File: config.mk
export PLATFORM = sky130hd
export DESIGN_NAME = cpu_rp2a03_apu_length_counter_bank_flat
export DESIGN_NICKNAME = d
export VERILOG_FILES = /design/src/rtl/cpu_rp2a03_apu_length_counter_bank_pkg.sv /design/src/rtl/cpu_rp2a03_apu_length_counter_bank_if.sv /design/src/rtl/cpu_rp2a03_apu_length_counter_bank_slice.sv /design/src/rtl/cpu_rp2a03_apu_length_counter_bank.sv /design/src/flat_wrapper.sv
export SDC_FILE = /design/constraint.sdc
export NUM_CORES = 1
export LEC_CHECK = 0
export CAP_MARGIN = 5
export CORE_ASPECT_RATIO = 0.5
export CORE_MARGIN = 2
export CORE_UTILIZATION = 35
export CTS_CLUSTER_SIZE = 28
export DETAILED_ROUTE_END_ITERATION = 6
export HOLD_SLACK_MARGIN = 0.12
export PLACE_DENSITY_LB_ADDON = 0.3
export SLEW_MARGIN = 20
export SYNTH_ARGS = -nofsm -noshare
export SYNTH_HDL_FRONTEND = slang
export SYNTH_SLANG_ARGS = --single-unit
File: constraint.sdc
create_clock -name clk_i -period 4.6 [get_ports clk_i]
set_input_delay 0.46 -clock clk_i [delete_from_list [all_inputs] [get_ports clk_i]]
set_output_delay 0.46 -clock clk_i [all_outputs]
set_load 0.005 [all_outputs]
File: src/rtl/cpu_rp2a03_apu_length_counter_bank_pkg.sv
// Shared constants and the note-length lookup table for the APU length counter bank.
package cpu_rp2a03_apu_pkg;

   localparam int unsigned LEN_IDX_W  = 5;
   localparam int unsigned APU_MAX_CH = 8;

   // Odd indices encode short linear lengths; even indices encode tempo-based note lengths.
   function automatic logic [7:0] length_lut(input logic [LEN_IDX_W-1:0] idx);
      logic [7:0] w_val;
      if (idx[0]) begin
         w_val = (idx == 5'd1) ? 8'd254 : ({3'b000, idx} - 8'd1);
      end else begin
         case (idx[4:1])
            4'd0:    w_val = 8'd10;
            4'd1:    w_val = 8'd20;
            4'd2:    w_val = 8'd40;
            4'd3:    w_val = 8'd80;
            4'd4:    w_val = 8'd160;
            4'd5:    w_val = 8'd60;
            4'd6:    w_val = 8'd14;
            4'd7:    w_val = 8'd26;
            4'd8:    w_val = 8'd12;
            4'd9:    w_val = 8'd24;
            4'd10:   w_val = 8'd48;
            4'd11:   w_val = 8'd96;
            4'd12:   w_val = 8'd192;
            4'd13:   w_val = 8'd72;
            4'd14:   w_val = 8'd16;
            default: w_val = 8'd32;
         endcase
      end
      return w_val;
   endfunction

endpackage

File: src/rtl/cpu_rp2a03_apu_length_counter_bank_if.sv
// Register-write and status bus between the APU register file and the length counter bank.
interface cpu_rp2a03_apu_length_counter_bank_if #(
   parameter int unsigned NUM_CH = 4,
   parameter int unsigned LEN_W  = 8
);

   logic [NUM_CH-1:0]       load_wr_i;
   logic [5*NUM_CH-1:0]     load_data_i;
   logic [NUM_CH-1:0]       halt_wr_i;
   logic [NUM_CH-1:0]       halt_data_i;
   logic                    status_wr_i;
   logic [NUM_CH-1:0]       status_wr_data_i;
   logic                    half_frame_i;
   logic [NUM_CH-1:0]       enabled_o;
   logic [NUM_CH-1:0]       length_nzero_o;
   logic [LEN_W*NUM_CH-1:0] length_o;

   modport master (
      output load_wr_i, load_data_i, halt_wr_i, halt_data_i,
      output status_wr_i, status_wr_data_i, half_frame_i,
      input  enabled_o, length_nzero_o, length_o
   );

   modport slave (
      input  load_wr_i, load_data_i, halt_wr_i, halt_data_i,
      input  status_wr_i, status_wr_data_i, half_frame_i,
      output enabled_o, length_nzero_o, length_o
   );

endinterface

File: src/rtl/cpu_rp2a03_apu_length_counter_bank_slice.sv
// One length counter plus its halt flag. Define APU_LENGTH_LOAD_PRIORITY_EN to let a load win
// over a coincident decrement; by default the decrement wins and the load is discarded.
module cpu_rp2a03_apu_length_slice
   import cpu_rp2a03_apu_pkg::*;
#(
   parameter int unsigned LEN_W = 8
) (
   input  logic                 clk_i,
   input  logic                 rst_n_i,
   input  logic                 en_i,
   input  logic                 load_wr_i,
   input  logic [LEN_IDX_W-1:0] load_idx_i,
   input  logic                 halt_wr_i,
   input  logic                 halt_data_i,
   input  logic                 half_frame_i,
   output logic [LEN_W-1:0]     len_o,
   output logic                 nzero_o
);

   logic [LEN_W-1:0] r_len;
   logic             r_halt;
   logic [LEN_W-1:0] w_len_d;
   logic [LEN_W-1:0] w_lut;
   logic             w_dec;

   assign w_lut = LEN_W'(length_lut(load_idx_i));
   // Registered halt: a halt write in the same cycle as a tick does not affect that tick.
   assign w_dec = half_frame_i & (r_len != '0) & ~r_halt;

   always_comb begin
      w_len_d = r_len;
      if (!en_i) begin
         w_len_d = '0;
`ifdef APU_LENGTH_LOAD_PRIORITY_EN
      end else if (load_wr_i) begin
         w_len_d = w_lut;
      end else if (w_dec) begin
         w_len_d = r_len - 1'b1;
`else
      end else if (w_dec) begin
         w_len_d = r_len - 1'b1;
      end else if (load_wr_i) begin
         w_len_d = w_lut;
`endif
      end
   end

   always_ff @(posedge clk_i) begin
      if (!rst_n_i) begin
         r_len  <= '0;
         r_halt <= 1'b0;
      end else begin
         r_len <= w_len_d;
         if (halt_wr_i) begin
            r_halt <= halt_data_i;
         end
      end
   end

   assign len_o   = r_len;
   assign nzero_o = (r_len != '0);

endmodule

File: src/rtl/cpu_rp2a03_apu_length_counter_bank.sv
// Bank of APU length counters with the shared channel-enable register.
// Optional build macro: APU_LENGTH_LOAD_PRIORITY_EN (load beats decrement in the slices).
module cpu_rp2a03_apu_length_counter_bank
   import cpu_rp2a03_apu_pkg::*;
#(
   parameter int unsigned NUM_CH = 4,
   parameter int unsigned LEN_W  = 8
) (
   input logic                                  clk_i,
   input logic                                  rst_n_i,
   cpu_rp2a03_apu_length_counter_bank_if.slave  bus_if
);

   logic [NUM_CH-1:0] r_enable;

   // Slices see the pre-write enable; a status write takes effect from the next cycle.
   always_ff @(posedge clk_i) begin
      if (!rst_n_i) begin
         r_enable <= '0;
      end else if (bus_if.status_wr_i) begin
         r_enable <= bus_if.status_wr_data_i;
      end
   end

   assign bus_if.enabled_o = r_enable;

   for (genvar c = 0; c < NUM_CH; c++) begin : g_ch
      logic [LEN_W-1:0] w_len;
      logic             w_nzero;

      cpu_rp2a03_apu_length_slice #(
         .LEN_W (LEN_W)
      ) u_slice (
         .clk_i        (clk_i),
         .rst_n_i      (rst_n_i),
         .en_i         (r_enable[c]),
         .load_wr_i    (bus_if.load_wr_i[c]),
         .load_idx_i   (bus_if.load_data_i[LEN_IDX_W*c +: LEN_IDX_W]),
         .halt_wr_i    (bus_if.halt_wr_i[c]),
         .halt_data_i  (bus_if.halt_data_i[c]),
         .half_frame_i (bus_if.half_frame_i),
         .len_o        (w_len),
         .nzero_o      (w_nzero)
      );

      assign bus_if.length_o[LEN_W*c +: LEN_W] = w_len;
      assign bus_if.length_nzero_o[c]          = w_nzero;
   end

endmodule

File: src/flat_wrapper.sv
// flat-port wrapper written by rule: the top's interface ports become plain ports
module cpu_rp2a03_apu_length_counter_bank_flat import cpu_rp2a03_apu_pkg::*;
#(
   parameter int unsigned NUM_CH = 4,
   parameter int unsigned LEN_W  = 8
)
  (clk_i, rst_n_i, bus_if_load_wr_i, bus_if_load_data_i, bus_if_halt_wr_i, bus_if_halt_data_i, bus_if_status_wr_i, bus_if_status_wr_data_i, bus_if_half_frame_i, bus_if_enabled_o, bus_if_length_nzero_o, bus_if_length_o);
  cpu_rp2a03_apu_length_counter_bank_if #(.NUM_CH(NUM_CH), .LEN_W(LEN_W)) bus_if_i ();
  input logic clk_i;
  input logic rst_n_i;
  input wire logic [$bits(bus_if_i.load_wr_i)-1:0] bus_if_load_wr_i;
  input wire logic [$bits(bus_if_i.load_data_i)-1:0] bus_if_load_data_i;
  input wire logic [$bits(bus_if_i.halt_wr_i)-1:0] bus_if_halt_wr_i;
  input wire logic [$bits(bus_if_i.halt_data_i)-1:0] bus_if_halt_data_i;
  input wire logic [$bits(bus_if_i.status_wr_i)-1:0] bus_if_status_wr_i;
  input wire logic [$bits(bus_if_i.status_wr_data_i)-1:0] bus_if_status_wr_data_i;
  input wire logic [$bits(bus_if_i.half_frame_i)-1:0] bus_if_half_frame_i;
  output wire logic [$bits(bus_if_i.enabled_o)-1:0] bus_if_enabled_o;
  output wire logic [$bits(bus_if_i.length_nzero_o)-1:0] bus_if_length_nzero_o;
  output wire logic [$bits(bus_if_i.length_o)-1:0] bus_if_length_o;
  assign bus_if_i.load_wr_i = bus_if_load_wr_i;
  assign bus_if_i.load_data_i = bus_if_load_data_i;
  assign bus_if_i.halt_wr_i = bus_if_halt_wr_i;
  assign bus_if_i.halt_data_i = bus_if_halt_data_i;
  assign bus_if_i.status_wr_i = bus_if_status_wr_i;
  assign bus_if_i.status_wr_data_i = bus_if_status_wr_data_i;
  assign bus_if_i.half_frame_i = bus_if_half_frame_i;
  assign bus_if_enabled_o = bus_if_i.enabled_o;
  assign bus_if_length_nzero_o = bus_if_i.length_nzero_o;
  assign bus_if_length_o = bus_if_i.length_o;
  cpu_rp2a03_apu_length_counter_bank #(.NUM_CH(NUM_CH), .LEN_W(LEN_W)) u_core (.clk_i(clk_i), .rst_n_i(rst_n_i), .bus_if(bus_if_i));
endmodule
==> impl_metrics.json <==
{
  "cts-hold-fix-buffers": 0,
  "core_um2": 10280,
  "ant_nets": 0,
  "cp.required_ps": 4140,
  "fin_crit_ps": 2610,
  "dieArea_um2": 11510,
  "ys_warn_count": 0,
  "crit_slowest_cell": "or4b_4",
  "grt_use_total": 0.1553,
  "met1_usage": 0.2299,
  "drv_slew": 0,
  "path_cells": "inv_1, ha_1, or4b_4, nor2_1, nand2_1, clkdlybuf4s50_1",
  "hold_viol": 0,
  "ys_ff_latch": 40,
  "synth-compound-area-share": 0.2599,
  "rsz0062_at_grt": "no",
  "slowest_delay_ps": 480,
  "clock-root-buffer": "clkbuf_16",
  "cts.clk_slew.worst_paths_ps": 60,
  "cp-startpoint": "u_core.g_ch[2].u_slice.len_o[0]",
  "die_height_um": 76.86,
  "grt_max_degree": 17,
  "viasPerCell": 5.357,
  "nNetsFinal": 611,
  "register_area_um2": 800.8,
  "synthArstFlopShare": 0,
  "antenna_found_initial": 0,
  "cts_inserted_buffers": 5,
  "layout-drive-gt1-share": 0.04074,
  "clock_latency_ps": 270,
  "htreeDepth": 2,
  "peakVddDrop_uv": 127.0,
  "synth_top_family_by_area": "simple AND/OR/NAND/NOR gates",
  "fillers": 1050,
  "multiInputGateArea_um2": 2665,
  "fin_skew_ps": 3.019,
  "cts.sinks": 40,
  "post-cts-setup-buffer-count": 0,
  "ys_seq_area_frac": 0.2155,
  "clockBufferDepth": 2,
  "end_kind": "output pin",
  "synthSimpleGateAreaFrac": 0.2616,
  "initial_core_util": 0.3615,
  "status": "complete, no violations",
  "synth_area_um2": 3716,
  "syn2layout_area_growth_pct": 25.82,
  "io_buffer_count": 79,
  "met2_usage": 0.2459,
  "cts_tree": "yes",
  "path_buf_inv": 2,
  "grt_pass1_vias": 3212,
  "diodes": 0,
  "cp-start-kind": "flop",
  "max_freq_mhz": 383.2,
  "first_pass_iters": 4,
  "synthFlopType": "dfxtp_1",
  "crit_type": "flop to output pin",
  "relSlewSlack": 0.4436,
  "grt_pass1_wl_um": 15320,
  "finalSetupViolations": 0,
  "fin_crit_sh": 0.5674,
  "drc_errors": 0,
  "worst_hold_slack_ps": 520.7,
  "cp.arrival_ps": 2150,
  "synthAdderAreaFrac": 0.1077,
  "worstPathMaxFanout": 4,
  "gp_congestion": 0.8724,
  "hold_class": "flop to flop",
  "num_rows": 26,
  "ioPinCount": 80,
  "pwr_density_cell_nw_per_um2": 213.4,
  "fp.dieW_um": 149.7,
  "p_leak_uw": 0.001793,
  "tns_ps": 0,
  "synth_xor_xnor_area_share": 0.01650,
  "worst_slew_pin_slew_ps": 830.7,
  "hold_start": "u_core.g_ch[2].u_slice.r_halt",
  "postSynthCellCount": 482,
  "cp_top_family": "simple AND/OR/NAND/NOR gates",
  "rr_startpoint": "u_core.g_ch[0].u_slice.len_o[0]",
  "wl_per_cell_um": 13.58,
  "grt-ovfl-total": 0,
  "synth_edf_count": 0,
  "synth_fp_nets": 554,
  "cts_resized": 0,
  "muxShareOfSynthArea": 0.07138,
  "grtUsageMet3": 0.01845,
  "yosys.cell_types.count": 71,
  "routed_wl_um": 9232,
  "num_vias": 3643,
  "synth_area_per_cell_um2": 7.710,
  "cap_violations": 0,
  "dp_hpwl_um": 7065,
  "drtIter0Drc": 277,
  "gr-max-usage-layer": "met2"
}
metal layers:
layer	vias to the layer above	part of all wire
met5	-	0
met3	2	0.022
met4	0	0.0037
met1	1703	0.53
met2	41	0.44
li1	1897	-
cells in the mapped netlist, types with 10 or more instances:
cell type,count,share of area
nor2_1,40,0.040
o21ai_0,19,0.026
nor4_1,10,0.017
dfxtp_1,40,0.22
clkbuf_1,16,0.016
ha_1,32,0.11
inv_1,25,0.025
nor3_1,20,0.027
nand3_1,14,0.019
a31oi_1,12,0.020
mux2i_1,22,0.059
nand2_1,37,0.037
a21oi_1,37,0.050
nand2b_1,10,0.017
a211oi_1,13,0.026
nor2b_1,21,0.035
logic make-up (layout without fill, tap and decap cells):
family / count (synthesis) / after routing
flops: 40 / 40
compound gates: 138 / 138
fa+ha+maj: 32 / 32
xor+xnor: 7 / 7
mux: 25 / 25
buf+inv: 55 / 113
simple gates: 185 / 185
cell usage in the layout (no fill, tap or decap), types with 3 or more instances in the layout:
cell type	instances
inv_1	25
a31oi_1	12
or2_2	4
dfxtp_1	40
nand2b_1	10
a211oi_1	13
xnor2_1	4
o21a_1	4
nor2b_1	21
a41oi_1	4
nand4_1	4
o21bai_1	3
a21oi_1	37
nor4_1	10
or4_1	3
nand2_1	37
nand3b_1	6
nand3_1	14
ha_1	32
o21ai_0	19
clkdlybuf4s50_1	79
mux2i_1	22
nor3_1	20
a221oi_1	5
xor2_1	3
a2111oi_0	4
nor2_1	40
clkbuf_16	5
o211ai_1	4
area by class of cell:
cell class / instances / share of cell area
Multi-Input combinational cell: 387 / 0.5700
Sequential cell: 40 / 0.1713
Timing Repair Buffer: 79 / 0.1691
Tap cell: 140 / 0.03746
Clock buffer: 8 / 0.03131
Inverter: 26 / 0.02087
worst register-to-register path, cell delays in order, from the launching register on:
cell and delay (ps):
dfxtp_1 370, inv_1 100, ha_1 240, nor2b_1 160, a31oi_1 650, nand2b_1 300
a2111oi_0 110, a2111oi_0 340
stage by stage:
| stage | instances | cell area [µm²] | utilization | total power (µW) | worst slack (ps) |
|---|---|---|---|---|---|
| detailed placement | 672 | 4529 | 0.4406 | 659.8 | 1882 |
| floorplan | 482 | 3716 | - | 565.1 | 2447 |
| global route | 680 | 4676 | 0.4548 | 1055 | 1837 |
| finish | 680 | 4676 | 0.4548 | 998.0 | 1990 |
| CTS | 680 | 4676 | 0.4548 | 1012 | 1974 |
| global placement | 672 | 4529 | 0.4406 | 658.2 | 1920 |
state kept, by name (all words and copies together), names as in the netlist:
register and cells:
u_core.g_ch.u_slice.len_o 32, u_core.bus_if.enabled_o 4, u_core.g_ch.u_slice.r_halt 4
where the power goes:
group	switching [µW]	internal, µW	total [µW]
Combinational	147	138	286
Clock	128	216	344
Sequential	11.7	356	368
path summary, 6_finish.rpt:
path	endpoint	slack, ps	cells past startpoint
worst max-delay path	bus_if_length_nzero_o[2]	1990	6
worst min-delay path	u_core.g_ch[2].u_slice.r_halt	520	2
worst max register to register	u_core.g_ch[0].u_slice.len_o[1]	2220	7
worst min register to register	u_core.g_ch[2].u_slice.r_halt	520	2
(Power assumes the default switching activity.)
